### config.mk
export PLATFORM = sky130hd
export DESIGN_NAME = schedule1_flat
export DESIGN_NICKNAME = d
export VERILOG_FILES = /design/src/rtl/schedule1_pkg.sv /design/src/rtl/schedule1_if.sv /design/src/rtl/schedule1_load_tracker.sv /design/src/rtl/schedule1.sv /design/src/flat_wrapper.sv
export SDC_FILE = /design/constraint.sdc
export NUM_CORES = 1
export LEC_CHECK = 0
export ABC_AREA = 1
export BUFFER_PORTS_ARGS = -buffer_cell sky130_fd_sc_hd__buf_2
export CORE_AREA = 2 2 131 133
export DETAILED_ROUTE_END_ITERATION = 16
export DIE_AREA = 0 0 133 135
export GPL_ROUTABILITY_DRIVEN = 0
export PLACE_DENSITY = 0.77
export SLEW_MARGIN = 30
export SYNTH_ARGS = -nofsm -noshare
export SYNTH_HDL_FRONTEND = slang
export SYNTH_HIERARCHICAL = 1
export SYNTH_SLANG_ARGS = --single-unit
### constraint.sdc
create_clock -name CLK -period 2.5 [get_ports CLK]
set_input_delay 0.5 -clock CLK [delete_from_list [all_inputs] [get_ports CLK]]
set_output_delay 0.5 -clock CLK [all_outputs]
set_load 0.01 [all_outputs]
### src/rtl/schedule1_pkg.sv
// schedule1 shared types: lane field widths, opcode constants and the NOP lane.
// Optional build switch used by schedule1: SCHEDULE1_PERF_CNT_EN.
package schedule1_pkg;

  localparam int PC_W  = 32;
  localparam int OP_W  = 17;
  localparam int REG_W = 5;
  localparam int CSR_W = 12;
  localparam int IMM_W = 32;

  localparam logic [6:0] OPC_LOAD   = 7'b0000011;
  localparam logic [6:0] OPC_OP_IMM = 7'b0010011;

  // addi x0,x0,0 in {opcode,funct3,funct7} layout
  localparam logic [OP_W-1:0] NOP_OPCODE = {OPC_OP_IMM, 10'b0};

  typedef struct packed {
    logic [PC_W-1:0]  pc;
    logic [OP_W-1:0]  opcode;
    logic [REG_W-1:0] rd;
    logic [REG_W-1:0] rs1;
    logic [REG_W-1:0] rs2;
    logic [CSR_W-1:0] csr;
    logic [IMM_W-1:0] imm;
  } lane_t;

  localparam lane_t NOP_LANE = '{
    pc:     '0,
    opcode: NOP_OPCODE,
    rd:     '0,
    rs1:    '0,
    rs2:    '0,
    csr:    '0,
    imm:    '0
  };

  function automatic logic is_load(input logic [OP_W-1:0] op);
    return op[OP_W-1 -: 7] == OPC_LOAD;
  endfunction

endpackage

### src/rtl/schedule1_if.sv
// schedule1 lane bundle: per-lane decoded fields in, one issued instruction out.
// Master is the upstream/check side, slave is the scheduler.
interface schedule1_if #(
  parameter int PNUMS = 2,
  parameter int PID_W = 4
);
  import schedule1_pkg::*;

  logic [PNUMS-1:0]       CHECK_ACCEPT;
  logic [PC_W*PNUMS-1:0]  CHECK_PC;
  logic [OP_W*PNUMS-1:0]  CHECK_OPCODE;
  logic [REG_W*PNUMS-1:0] CHECK_RD;
  logic [REG_W*PNUMS-1:0] CHECK_RS1;
  logic [REG_W*PNUMS-1:0] CHECK_RS2;
  logic [CSR_W*PNUMS-1:0] CHECK_CSR;
  logic [IMM_W*PNUMS-1:0] CHECK_IMM;

  logic                   SCHEDULE1_HAZARD;
  logic [PID_W-1:0]       SCHEDULE1_PID;
  logic [PC_W-1:0]        SCHEDULE1_PC;
  logic [OP_W-1:0]        SCHEDULE1_OPCODE;
  logic [REG_W-1:0]       SCHEDULE1_RD;
  logic [REG_W-1:0]       SCHEDULE1_RS1;
  logic [REG_W-1:0]       SCHEDULE1_RS2;
  logic [CSR_W-1:0]       SCHEDULE1_CSR;
  logic [IMM_W-1:0]       SCHEDULE1_IMM;
  logic                   SCHEDULE1_ILLEGAL;

  modport master (
    output CHECK_ACCEPT, CHECK_PC, CHECK_OPCODE,
    output CHECK_RD, CHECK_RS1, CHECK_RS2,
    output CHECK_CSR, CHECK_IMM,
    input  SCHEDULE1_HAZARD, SCHEDULE1_PID,
    input  SCHEDULE1_PC, SCHEDULE1_OPCODE,
    input  SCHEDULE1_RD, SCHEDULE1_RS1, SCHEDULE1_RS2,
    input  SCHEDULE1_CSR, SCHEDULE1_IMM,
    input  SCHEDULE1_ILLEGAL
  );

  modport slave (
    input  CHECK_ACCEPT, CHECK_PC, CHECK_OPCODE,
    input  CHECK_RD, CHECK_RS1, CHECK_RS2,
    input  CHECK_CSR, CHECK_IMM,
    output SCHEDULE1_HAZARD, SCHEDULE1_PID,
    output SCHEDULE1_PC, SCHEDULE1_OPCODE,
    output SCHEDULE1_RD, SCHEDULE1_RS1, SCHEDULE1_RS2,
    output SCHEDULE1_CSR, SCHEDULE1_IMM,
    output SCHEDULE1_ILLEGAL
  );

endinterface

### src/rtl/schedule1_load_tracker.sv
// schedule1 pending-load shift register (entry 0 newest) and load-use compare.
// Hazard is forced low during flush since the flush clears all entries.
module schedule1_load_tracker
  import schedule1_pkg::*;
#(
  parameter int LOAD_LAT = 2
) (
  input  logic             clk,
  input  logic             rst_n,
  input  logic             flush,
  input  logic             advance,
  input  logic             push_vld,
  input  logic [REG_W-1:0] push_rd,
  input  logic [REG_W-1:0] rs1,
  input  logic [REG_W-1:0] rs2,
  output logic             hazard
);

  logic [LOAD_LAT-1:0] vld;
  logic [REG_W-1:0]    rd [LOAD_LAT];

  always_ff @(posedge clk or negedge rst_n) begin
    if (!rst_n) begin
      vld <= '0;
      for (int i = 0; i < LOAD_LAT; i++)
        rd[i] <= '0;
    end else if (flush) begin
      vld <= '0;
      for (int i = 0; i < LOAD_LAT; i++)
        rd[i] <= '0;
    end else if (advance) begin
      for (int i = LOAD_LAT - 1; i >= 1; i--) begin
        vld[i] <= vld[i-1];
        rd[i]  <= rd[i-1];
      end
      vld[0] <= push_vld;
      rd[0]  <= push_vld ? push_rd : '0;
    end
  end

  always_comb begin
    hazard = 1'b0;
    for (int i = 0; i < LOAD_LAT; i++) begin
      if (vld[i] &&
          ((rs1 != '0 && rd[i] == rs1) ||
           (rs2 != '0 && rd[i] == rs2)))
        hazard = 1'b1;
    end
    if (flush)
      hazard = 1'b0;
  end

endmodule

### src/rtl/schedule1.sv
// schedule1: picks one of PNUMS decoded lanes, bubbles on load-use hazards.
// Build switch SCHEDULE1_PERF_CNT_EN adds issue/bubble counters.
module schedule1
  import schedule1_pkg::*;
#(
  parameter int unsigned COP_NUMS = 32'd1,
  parameter int          PNUMS    = int'(COP_NUMS) + 1,
  parameter int          LOAD_LAT = 2,
  parameter int          PID_W    = 4
) (
  input  logic        CLK,
  input  logic        RST_N,
  input  logic        FLUSH,
  input  logic        STALL,
  input  logic        MMU_WAIT,
`ifdef SCHEDULE1_PERF_CNT_EN
  output logic [31:0] PERF_ISSUE,
  output logic [31:0] PERF_BUBBLE,
`endif
  schedule1_if.slave  bus
);

  lane_t            lanes [PNUMS];
  lane_t            sel_lane;
  logic [PID_W-1:0] sel_pid;
  logic             sel_ill;
  logic             hazard;
  logic             advance;
  logic             push_vld;

  lane_t            out_lane;
  logic [PID_W-1:0] out_pid;
  logic             out_ill;

  for (genvar g = 0; g < PNUMS; g++) begin : g_lane
    assign lanes[g] = '{
      pc:     bus.CHECK_PC[PC_W*g +: PC_W],
      opcode: bus.CHECK_OPCODE[OP_W*g +: OP_W],
      rd:     bus.CHECK_RD[REG_W*g +: REG_W],
      rs1:    bus.CHECK_RS1[REG_W*g +: REG_W],
      rs2:    bus.CHECK_RS2[REG_W*g +: REG_W],
      csr:    bus.CHECK_CSR[CSR_W*g +: CSR_W],
      imm:    bus.CHECK_IMM[IMM_W*g +: IMM_W]
    };
  end

  // Coprocessors outrank the main core; lowest coprocessor index wins.
  always_comb begin
    logic found;
    found    = 1'b0;
    sel_lane = lanes[0];
    sel_pid  = '0;
    sel_ill  = 1'b0;
    for (int i = PNUMS - 1; i >= 1; i--) begin
      if (bus.CHECK_ACCEPT[i]) begin
        found    = 1'b1;
        sel_lane = lanes[i];
        sel_pid  = PID_W'(i);
      end
    end
    if (!found && !bus.CHECK_ACCEPT[0]) begin
      sel_ill     = 1'b1;
      sel_lane.rd = '0;
    end
  end

  assign advance  = !STALL && !MMU_WAIT;
  assign push_vld = !hazard && !sel_ill &&
                    is_load(sel_lane.opcode) &&
                    sel_lane.rd != '0;

  schedule1_load_tracker #(
    .LOAD_LAT (LOAD_LAT)
  ) u_tracker (
    .clk      (CLK),
    .rst_n    (RST_N),
    .flush    (FLUSH),
    .advance  (advance),
    .push_vld (push_vld),
    .push_rd  (sel_lane.rd),
    .rs1      (sel_lane.rs1),
    .rs2      (sel_lane.rs2),
    .hazard   (hazard)
  );

  always_ff @(posedge CLK or negedge RST_N) begin
    if (!RST_N) begin
      out_lane <= NOP_LANE;
      out_pid  <= '0;
      out_ill  <= 1'b0;
    end else if (FLUSH) begin
      out_lane <= NOP_LANE;
      out_pid  <= '0;
      out_ill  <= 1'b0;
    end else if (advance) begin
      if (hazard) begin
        out_lane <= NOP_LANE;
        out_pid  <= '0;
        out_ill  <= 1'b0;
      end else begin
        out_lane <= sel_lane;
        out_pid  <= sel_pid;
        out_ill  <= sel_ill;
      end
    end
  end

  assign bus.SCHEDULE1_HAZARD  = hazard;
  assign bus.SCHEDULE1_PID     = out_pid;
  assign bus.SCHEDULE1_PC      = out_lane.pc;
  assign bus.SCHEDULE1_OPCODE  = out_lane.opcode;
  assign bus.SCHEDULE1_RD      = out_lane.rd;
  assign bus.SCHEDULE1_RS1     = out_lane.rs1;
  assign bus.SCHEDULE1_RS2     = out_lane.rs2;
  assign bus.SCHEDULE1_CSR     = out_lane.csr;
  assign bus.SCHEDULE1_IMM     = out_lane.imm;
  assign bus.SCHEDULE1_ILLEGAL = out_ill;

`ifdef SCHEDULE1_PERF_CNT_EN
  // Counters survive FLUSH; only reset clears them.
  always_ff @(posedge CLK or negedge RST_N) begin
    if (!RST_N) begin
      PERF_ISSUE  <= '0;
      PERF_BUBBLE <= '0;
    end else if (advance && !FLUSH) begin
      if (hazard)
        PERF_BUBBLE <= PERF_BUBBLE + 32'd1;
      else
        PERF_ISSUE  <= PERF_ISSUE + 32'd1;
    end
  end
`endif

endmodule

### src/flat_wrapper.sv
// flat-port wrapper written by rule: the top's interface ports become plain ports
module schedule1_flat import schedule1_pkg::*;
#(
  parameter int unsigned COP_NUMS = 32'd1,
  parameter int          PNUMS    = int'(COP_NUMS) + 1,
  parameter int          LOAD_LAT = 2,
  parameter int          PID_W    = 4
)
  (CLK, RST_N, FLUSH, STALL, MMU_WAIT, bus_CHECK_ACCEPT, bus_CHECK_PC, bus_CHECK_OPCODE, bus_CHECK_RD, bus_CHECK_RS1, bus_CHECK_RS2, bus_CHECK_CSR, bus_CHECK_IMM, bus_SCHEDULE1_HAZARD, bus_SCHEDULE1_PID, bus_SCHEDULE1_PC, bus_SCHEDULE1_OPCODE, bus_SCHEDULE1_RD, bus_SCHEDULE1_RS1, bus_SCHEDULE1_RS2, bus_SCHEDULE1_CSR, bus_SCHEDULE1_IMM, bus_SCHEDULE1_ILLEGAL);
  schedule1_if #(.PNUMS(PNUMS), .PID_W(PID_W)) bus_i ();
  input  logic CLK;
  input  logic RST_N;
  input  logic FLUSH;
  input  logic STALL;
  input  logic MMU_WAIT;
  input wire logic [$bits(bus_i.CHECK_ACCEPT)-1:0] bus_CHECK_ACCEPT;
  input wire logic [$bits(bus_i.CHECK_PC)-1:0] bus_CHECK_PC;
  input wire logic [$bits(bus_i.CHECK_OPCODE)-1:0] bus_CHECK_OPCODE;
  input wire logic [$bits(bus_i.CHECK_RD)-1:0] bus_CHECK_RD;
  input wire logic [$bits(bus_i.CHECK_RS1)-1:0] bus_CHECK_RS1;
  input wire logic [$bits(bus_i.CHECK_RS2)-1:0] bus_CHECK_RS2;
  input wire logic [$bits(bus_i.CHECK_CSR)-1:0] bus_CHECK_CSR;
  input wire logic [$bits(bus_i.CHECK_IMM)-1:0] bus_CHECK_IMM;
  output wire logic [$bits(bus_i.SCHEDULE1_HAZARD)-1:0] bus_SCHEDULE1_HAZARD;
  output wire logic [$bits(bus_i.SCHEDULE1_PID)-1:0] bus_SCHEDULE1_PID;
  output wire logic [$bits(bus_i.SCHEDULE1_PC)-1:0] bus_SCHEDULE1_PC;
  output wire logic [$bits(bus_i.SCHEDULE1_OPCODE)-1:0] bus_SCHEDULE1_OPCODE;
  output wire logic [$bits(bus_i.SCHEDULE1_RD)-1:0] bus_SCHEDULE1_RD;
  output wire logic [$bits(bus_i.SCHEDULE1_RS1)-1:0] bus_SCHEDULE1_RS1;
  output wire logic [$bits(bus_i.SCHEDULE1_RS2)-1:0] bus_SCHEDULE1_RS2;
  output wire logic [$bits(bus_i.SCHEDULE1_CSR)-1:0] bus_SCHEDULE1_CSR;
  output wire logic [$bits(bus_i.SCHEDULE1_IMM)-1:0] bus_SCHEDULE1_IMM;
  output wire logic [$bits(bus_i.SCHEDULE1_ILLEGAL)-1:0] bus_SCHEDULE1_ILLEGAL;
  assign bus_i.CHECK_ACCEPT = bus_CHECK_ACCEPT;
  assign bus_i.CHECK_PC = bus_CHECK_PC;
  assign bus_i.CHECK_OPCODE = bus_CHECK_OPCODE;
  assign bus_i.CHECK_RD = bus_CHECK_RD;
  assign bus_i.CHECK_RS1 = bus_CHECK_RS1;
  assign bus_i.CHECK_RS2 = bus_CHECK_RS2;
  assign bus_i.CHECK_CSR = bus_CHECK_CSR;
  assign bus_i.CHECK_IMM = bus_CHECK_IMM;
  assign bus_SCHEDULE1_HAZARD = bus_i.SCHEDULE1_HAZARD;
  assign bus_SCHEDULE1_PID = bus_i.SCHEDULE1_PID;
  assign bus_SCHEDULE1_PC = bus_i.SCHEDULE1_PC;
  assign bus_SCHEDULE1_OPCODE = bus_i.SCHEDULE1_OPCODE;
  assign bus_SCHEDULE1_RD = bus_i.SCHEDULE1_RD;
  assign bus_SCHEDULE1_RS1 = bus_i.SCHEDULE1_RS1;
  assign bus_SCHEDULE1_RS2 = bus_i.SCHEDULE1_RS2;
  assign bus_SCHEDULE1_CSR = bus_i.SCHEDULE1_CSR;
  assign bus_SCHEDULE1_IMM = bus_i.SCHEDULE1_IMM;
  assign bus_SCHEDULE1_ILLEGAL = bus_i.SCHEDULE1_ILLEGAL;
  schedule1 #(.COP_NUMS(COP_NUMS), .PNUMS(PNUMS), .LOAD_LAT(LOAD_LAT), .PID_W(PID_W)) u_core (.CLK(CLK), .RST_N(RST_N), .FLUSH(FLUSH), .STALL(STALL), .MMU_WAIT(MMU_WAIT), .bus(bus_i));
endmodule
Word level (Yosys, flattened, before mapping)
Cells that the tools add are included. W data, S select, Z words.

Add/subtract/negate cells: 0. Multiply operators: 0. Divide/modulo/power cells: 0. Order comparisons: 0. Eq/ne operators: 5. Shifts and indexed selects: 0. Muxes and demuxes: 22. Bitwise gates (word level): 0. Reduce and logical (&&, ||, !) cells: 23.

Operators by type and width (count): $mux W108 (4); $eq A5 B5 Y1 (4); $mux W10 (2); $reduce_bool A5 Y1 (3); $logic_and A1 B1 Y1 (11); $mux W1 (10); $mux W5 (2); $mux W4 (2); $eq A7 B2 Y1 const B (1); $logic_not A1 Y1 (6); $mux W2 (2); $logic_or A1 B1 Y1 (2); $reduce_bool A2 Y1 (1).

Flip-flop bits (word level): 125. Bits in latches: 0. Bits in writable memories: 0. ROM bits: 0. Input port bits: 223. Output and inout bits: 114. Logic and storage cells: 62. Memories kept: 0.

Longest topological paths before layout
Depth after elaboration: 15. Gate-level depth with buffers: 22. Gate-level depth less buffers: 20.

Hierarchy
The synthesis kept the hierarchy.

Modules (own cells, without submodules): schedule1 (instances 1, cells each 577, area an instance 5340.1 um^2, seq. area each 2756.4 um^2); schedule1_load_tracker (instances 1, cells each 122, area an instance 827.0 um^2, seq. area each 300.3 um^2).

Worst setup path after synthesis
OpenSTA, ideal clock, no wires.

Path type: input-to-reg. Start point: in bus_CHECK_ACCEPT[1]. End point: reg u_core.out_lane, in the netlist u_core/bus.SCHEDULE1_OPCODE[10]. Setup time: 0.080 ns. Arrival: 2.326 ns. Data required time: 2.420 ns. Setup slack: 0.095 ns. Cell stages on the path: 20. Buffers on the path: 4. Cell sequence: buf_6 -> inv_4 -> buf_2 -> nand2_1 -> and2_1 -> inv_1 -> inv_1 -> nand2_1 -> nand2_1 -> nand2_1 -> inv_1 -> nand3_1 -> nand2_1 -> nand2_1 -> nand2_1 -> nor2_1 -> nand2_2 -> buf_2 -> buf_6 -> o22a_1.

RTL lines: from (decl) (line flat_wrapper.sv:16) `input wire logic [$bits(bus_i.CHECK_ACCEPT)-1:0] bus_CHECK_ACCEPT;`; to (signal assigned) (line schedule1.sv:101) `out_lane <= sel_lane;`; to (decl) (line schedule1.sv:31) `lane_t out_lane;`.

==> flow_summary.json <==
{
  "cts_buffer_depth": 2,
  "ctsRootBufferMaster": "clkbuf_16",
  "fp-row-count": 47,
  "worst-setup-path-type": "in2out",
  "crit_path_max_incr_delay_ns": 0.16,
  "vias": 5886,
  "avgViaCountPerCell": 4.68,
  "cp_num_buf_inv": 5,
  "crit_path_max_fanout": 18,
  "post-route-drc-count": 0,
  "fin_worst_skew_ns": 0.00853,
  "cts.reportedPaths.clkPinSlew_ns": 0.05,
  "dp.cells": 1227,
  "setup_slack_ns": 0.0955,
  "via_count_of_the_first_global_routing_pass": 5774,
  "floorplan.initialDensity_pct": 37.6,
  "cp_data_required_time_ns": 2.00,
  "iteration_count_of_the_initial_detailed_routing_pass": 4,
  "synthTopCellsByArea": "dfrtp_1, mux2i_1, nand2_1, o21ai_0, inv_1",
  "fp.dieW_um": 133,
  "regToRegEndpoint": "u_core/u_tracker/rd[6]",
  "initial_drc_count": 309,
  "antenna_found_initial": 3,
  "hpwl_mm": 14.5,
  "maximum_number_of_pins_on_one_net_before_global_route_repair": 77,
  "vdd_drop_max_mv": 0.473,
  "synth_top_cell_by_area": "dfrtp_1",
  "dieArea_mm2": 0.0180,
  "run_status": "finished clean",
  "fmax_mhz": 416,
  "leakage_power_figure_nw": 4.97,
  "top_level_ports": 337,
  "flow.area_growth_from_synthesis_pct": 40.3,
  "rsz_0062_raised_after_global_routing": "false",
  "setup_slack_of_the_worst_register_to_register_path_ns": 0.59,
  "synth.cell_area_mm2": 0.00617,
  "finalInstanceArea_mm2": 0.00865,
  "synth_cell_type_count": 25,
  "fraction_of_layout_cells_with_a_size_suffix_above_1_pct": 37.1,
  "rr_startpoint": "u_core/u_tracker/rd[6]",
  "post_synth_edffs": 0,
  "yosysMostFrequentCell": "nand2_1",
  "synth_cells": 699,
  "kind_of_end_point_of_the_critical_path": "output pin",
  "cpLargestDelayFamily": "simple AND/OR/NAND/NOR gates",
  "crit_slowest_cell": "buf_2",
  "timing.critical_path.mode_cell": "nand2_1",
  "synth-seq-area-share_pct": 49.6,
  "synth-seq-cells": 122,
  "cts_tree": "yes",
  "globalRouteTotalUtil_pct": 20.6,
  "clkSinkCount": 122,
  "postSynthAreaPerCell_um2": 8.82,
  "finalNetCount": 1249,
  "timing_max_transition_violations_final": 0,
  "worstPathCellList": "buf_6, inv_8, nand2_1, and2_1, inv_1, inv_1, nand2_1, nand2_1, nor2_1, nand3_1, nand2_1, nand2_1, nand2_1, buf_2",
  "slew_headroom_pct": 65.0,
  "worstMarginPinSlew_ns": 0.526,
  "detailed_place.area_mm2": 0.00805,
  "dieHeight_um": 135,
  "timing.final.hold_violations": 0,
  "routed_wirelength_mm": 18.4,
  "worstSetupStartpointType": "primary input",
  "fin_crit_sh_pct": 96.2,
  "routed_wire_length_per_instance_um": 14.6,
  "hold_class": "in2async",
  "ctsHtreeMaxLevel": 4,
  "fp.coreArea_mm2": 0.0164,
  "global_route_wire_length_before_repair_mm": 28.6,
  "dpl_worst_slack_ns": -0.0940,
  "finalSetupViolCount": 0,
  "asyncSetResetFlopFracSynth_pct": 100,
  "synthFlopType": "dfrtp_1",
  "route.antenna.remaining_nets": 0,
  "port_buffers": 333,
  "end_of_flow_core_utilization_pct": 52.7,
  "fin_cells": 1259,
  "synthTopCellsByCount": "nand2_1, dfrtp_1, mux2i_1, o21ai_0, inv_1",
  "rr_worst_depth": 13,
  "tritoncts.num_buffers": 17,
  "clock_network_latency_to_the_later_pin_of_the_worst_skew_pair_ns": 0.41,
  "drv.max_cap_violation_count": 0,
  "arrival_time_at_the_worst_endpoint_ns": 1.90,
  "synth.yosys.warnings": 6,
  "postCtsSetupBuffers": 0,
  "synth_top_area_share_pct": 48.3,
  "final.min_clock_period_ns": 2.40,
  "power_per_cell_area_mw_per_mm2": 625,
  "gr-total-overflow": 0
}
## worst reg2reg max path: stages, from the launching register on
cell and delay (ns):
dfrtp_1 0.44, xor2_1 0.20, nor2_1 0.07, nand3_1 0.10, nand2_1 0.06, nand2_1 0.05, nand2_1 0.08, nor2_1 0.11
nand2_1 0.06, nor2_1 0.08, nand2_1 0.06, nor2_1 0.10, nand3_1 0.20, o22ai_1 0.23
## logic make-up after synthesis
| logic type | after synthesis | share of synthesized area [%] |
|---|---|---|
| xor+xnor | 13 | 1.85 |
| compound gates | 126 | 10.5 |
| other cells | 1 | 0.0608 |
| buf+inv | 102 | 8.22 |
| simple gates | 249 | 15.9 |
| mux | 86 | 14.0 |
| flops | 122 | 49.6 |
## per-stage QoR
stage / hold slack [ns] / TNS [ns] / total power, mW
2_1_floorplan: 0.204 / 0 / 2.56
4_1_cts: 0.0580 / 0 / 5.49
3_5_place_dp: 0.468 / -1.23 / 2.98
5_1_grt: 0.0778 / 0 / 5.65
3_3_place_gp: 0.460 / 0 / 2.96
6_report: 0.0477 / 0 / 5.41
## registers in the layout (all words and copies together) (netlist names)
| signal | cells |
|---|---|
| u_core/bus.SCHEDULE1_PC | 32 |
| u_core/bus.SCHEDULE1_RS1 | 5 |
| u_core/bus.SCHEDULE1_PID | 1 |
| u_core/bus.SCHEDULE1_OPCODE | 17 |
| u_core/bus.SCHEDULE1_ILLEGAL | 1 |
| u_core/bus.SCHEDULE1_IMM | 32 |
| u_core/u_tracker/vld | 2 |
| u_core/bus.SCHEDULE1_RD | 5 |
| u_core/bus.SCHEDULE1_RS2 | 5 |
| u_core/bus.SCHEDULE1_CSR | 12 |
| u_core/u_tracker/rd | 10 |
## how the worst max path moves through the flow
stage	from	cells past startpoint	slack, ns	end
finish	bus_CHECK_ACCEPT[1]	14	0.1	bus_SCHEDULE1_HAZARD
global route	bus_CHECK_ACCEPT[1]	13	0.02	bus_SCHEDULE1_HAZARD
CTS	bus_CHECK_ACCEPT[1]	14	0.11	bus_SCHEDULE1_HAZARD
detailed placement	bus_CHECK_ACCEPT[1]	20	-0.09	u_core/u_tracker/rd[6]
global placement	bus_CHECK_ACCEPT[1]	18	0.03	u_core/bus.SCHEDULE1_RS2[2]
floorplan	bus_CHECK_ACCEPT[1]	20	0.09	u_core/bus.SCHEDULE1_OPCODE[10]
## what timing repair did
| action | in CTS | in global routing |
|---|---|---|
| gates resized for setup | 0 | 3 |
| hold buffers | 0 | 0 |
| endpoints found under the setup margin | 0 | 1 |
## area by class of cell
| cell class | count | area (um2) |
|---|---|---|
| fill | 1493 | 7750 |
| sequential | 122 | 3060 |
| clock buffer | 23 | 478 |
| tap | 220 | 275 |
| timing repair buffer | 347 | 1870 |
| clock inverter | 7 | 116 |
| multi-input combinational | 477 | 2620 |
| antenna | 2 | 5.00 |
| inverter | 61 | 238 |
## layer usage
metal	share of wire [%]	track usage, %
met5	0.071	0
met4	2.6	8.60
met3	7.1	5.18
met2	50	35.8
met1	41	24.5
## power by group
part           leakage (nW)  switching [mW]  internal (mW)  total [mW]
Sequential             1.65          0.0513           2.07        2.12
Combinational          3.03           0.449          0.363       0.812
Clock                 0.289           0.836           1.63        2.47
## layout by cell type, fill, tap and decap left out, drive strengths merged, types with 4 or more instances in the layout
| master | synthesis | final |
|---|---|---|
| mux2i | 86 | 86 |
| xnor2 | 6 | 6 |
| nand2 | 206 | 206 |
| clkbuf | 9 | 23 |
| clkinv | 0 | 4 |
| and2 | 10 | 10 |
| xor2 | 7 | 7 |
| o22ai | 5 | 5 |
| o21ai | 115 | 115 |
| dfrtp | 119 | 119 |
| nand3 | 10 | 10 |
| inv | 61 | 60 |
| buf | 32 | 347 |
| nor2 | 22 | 22 |
Note: power is estimated with default switching activity, not from simulation.
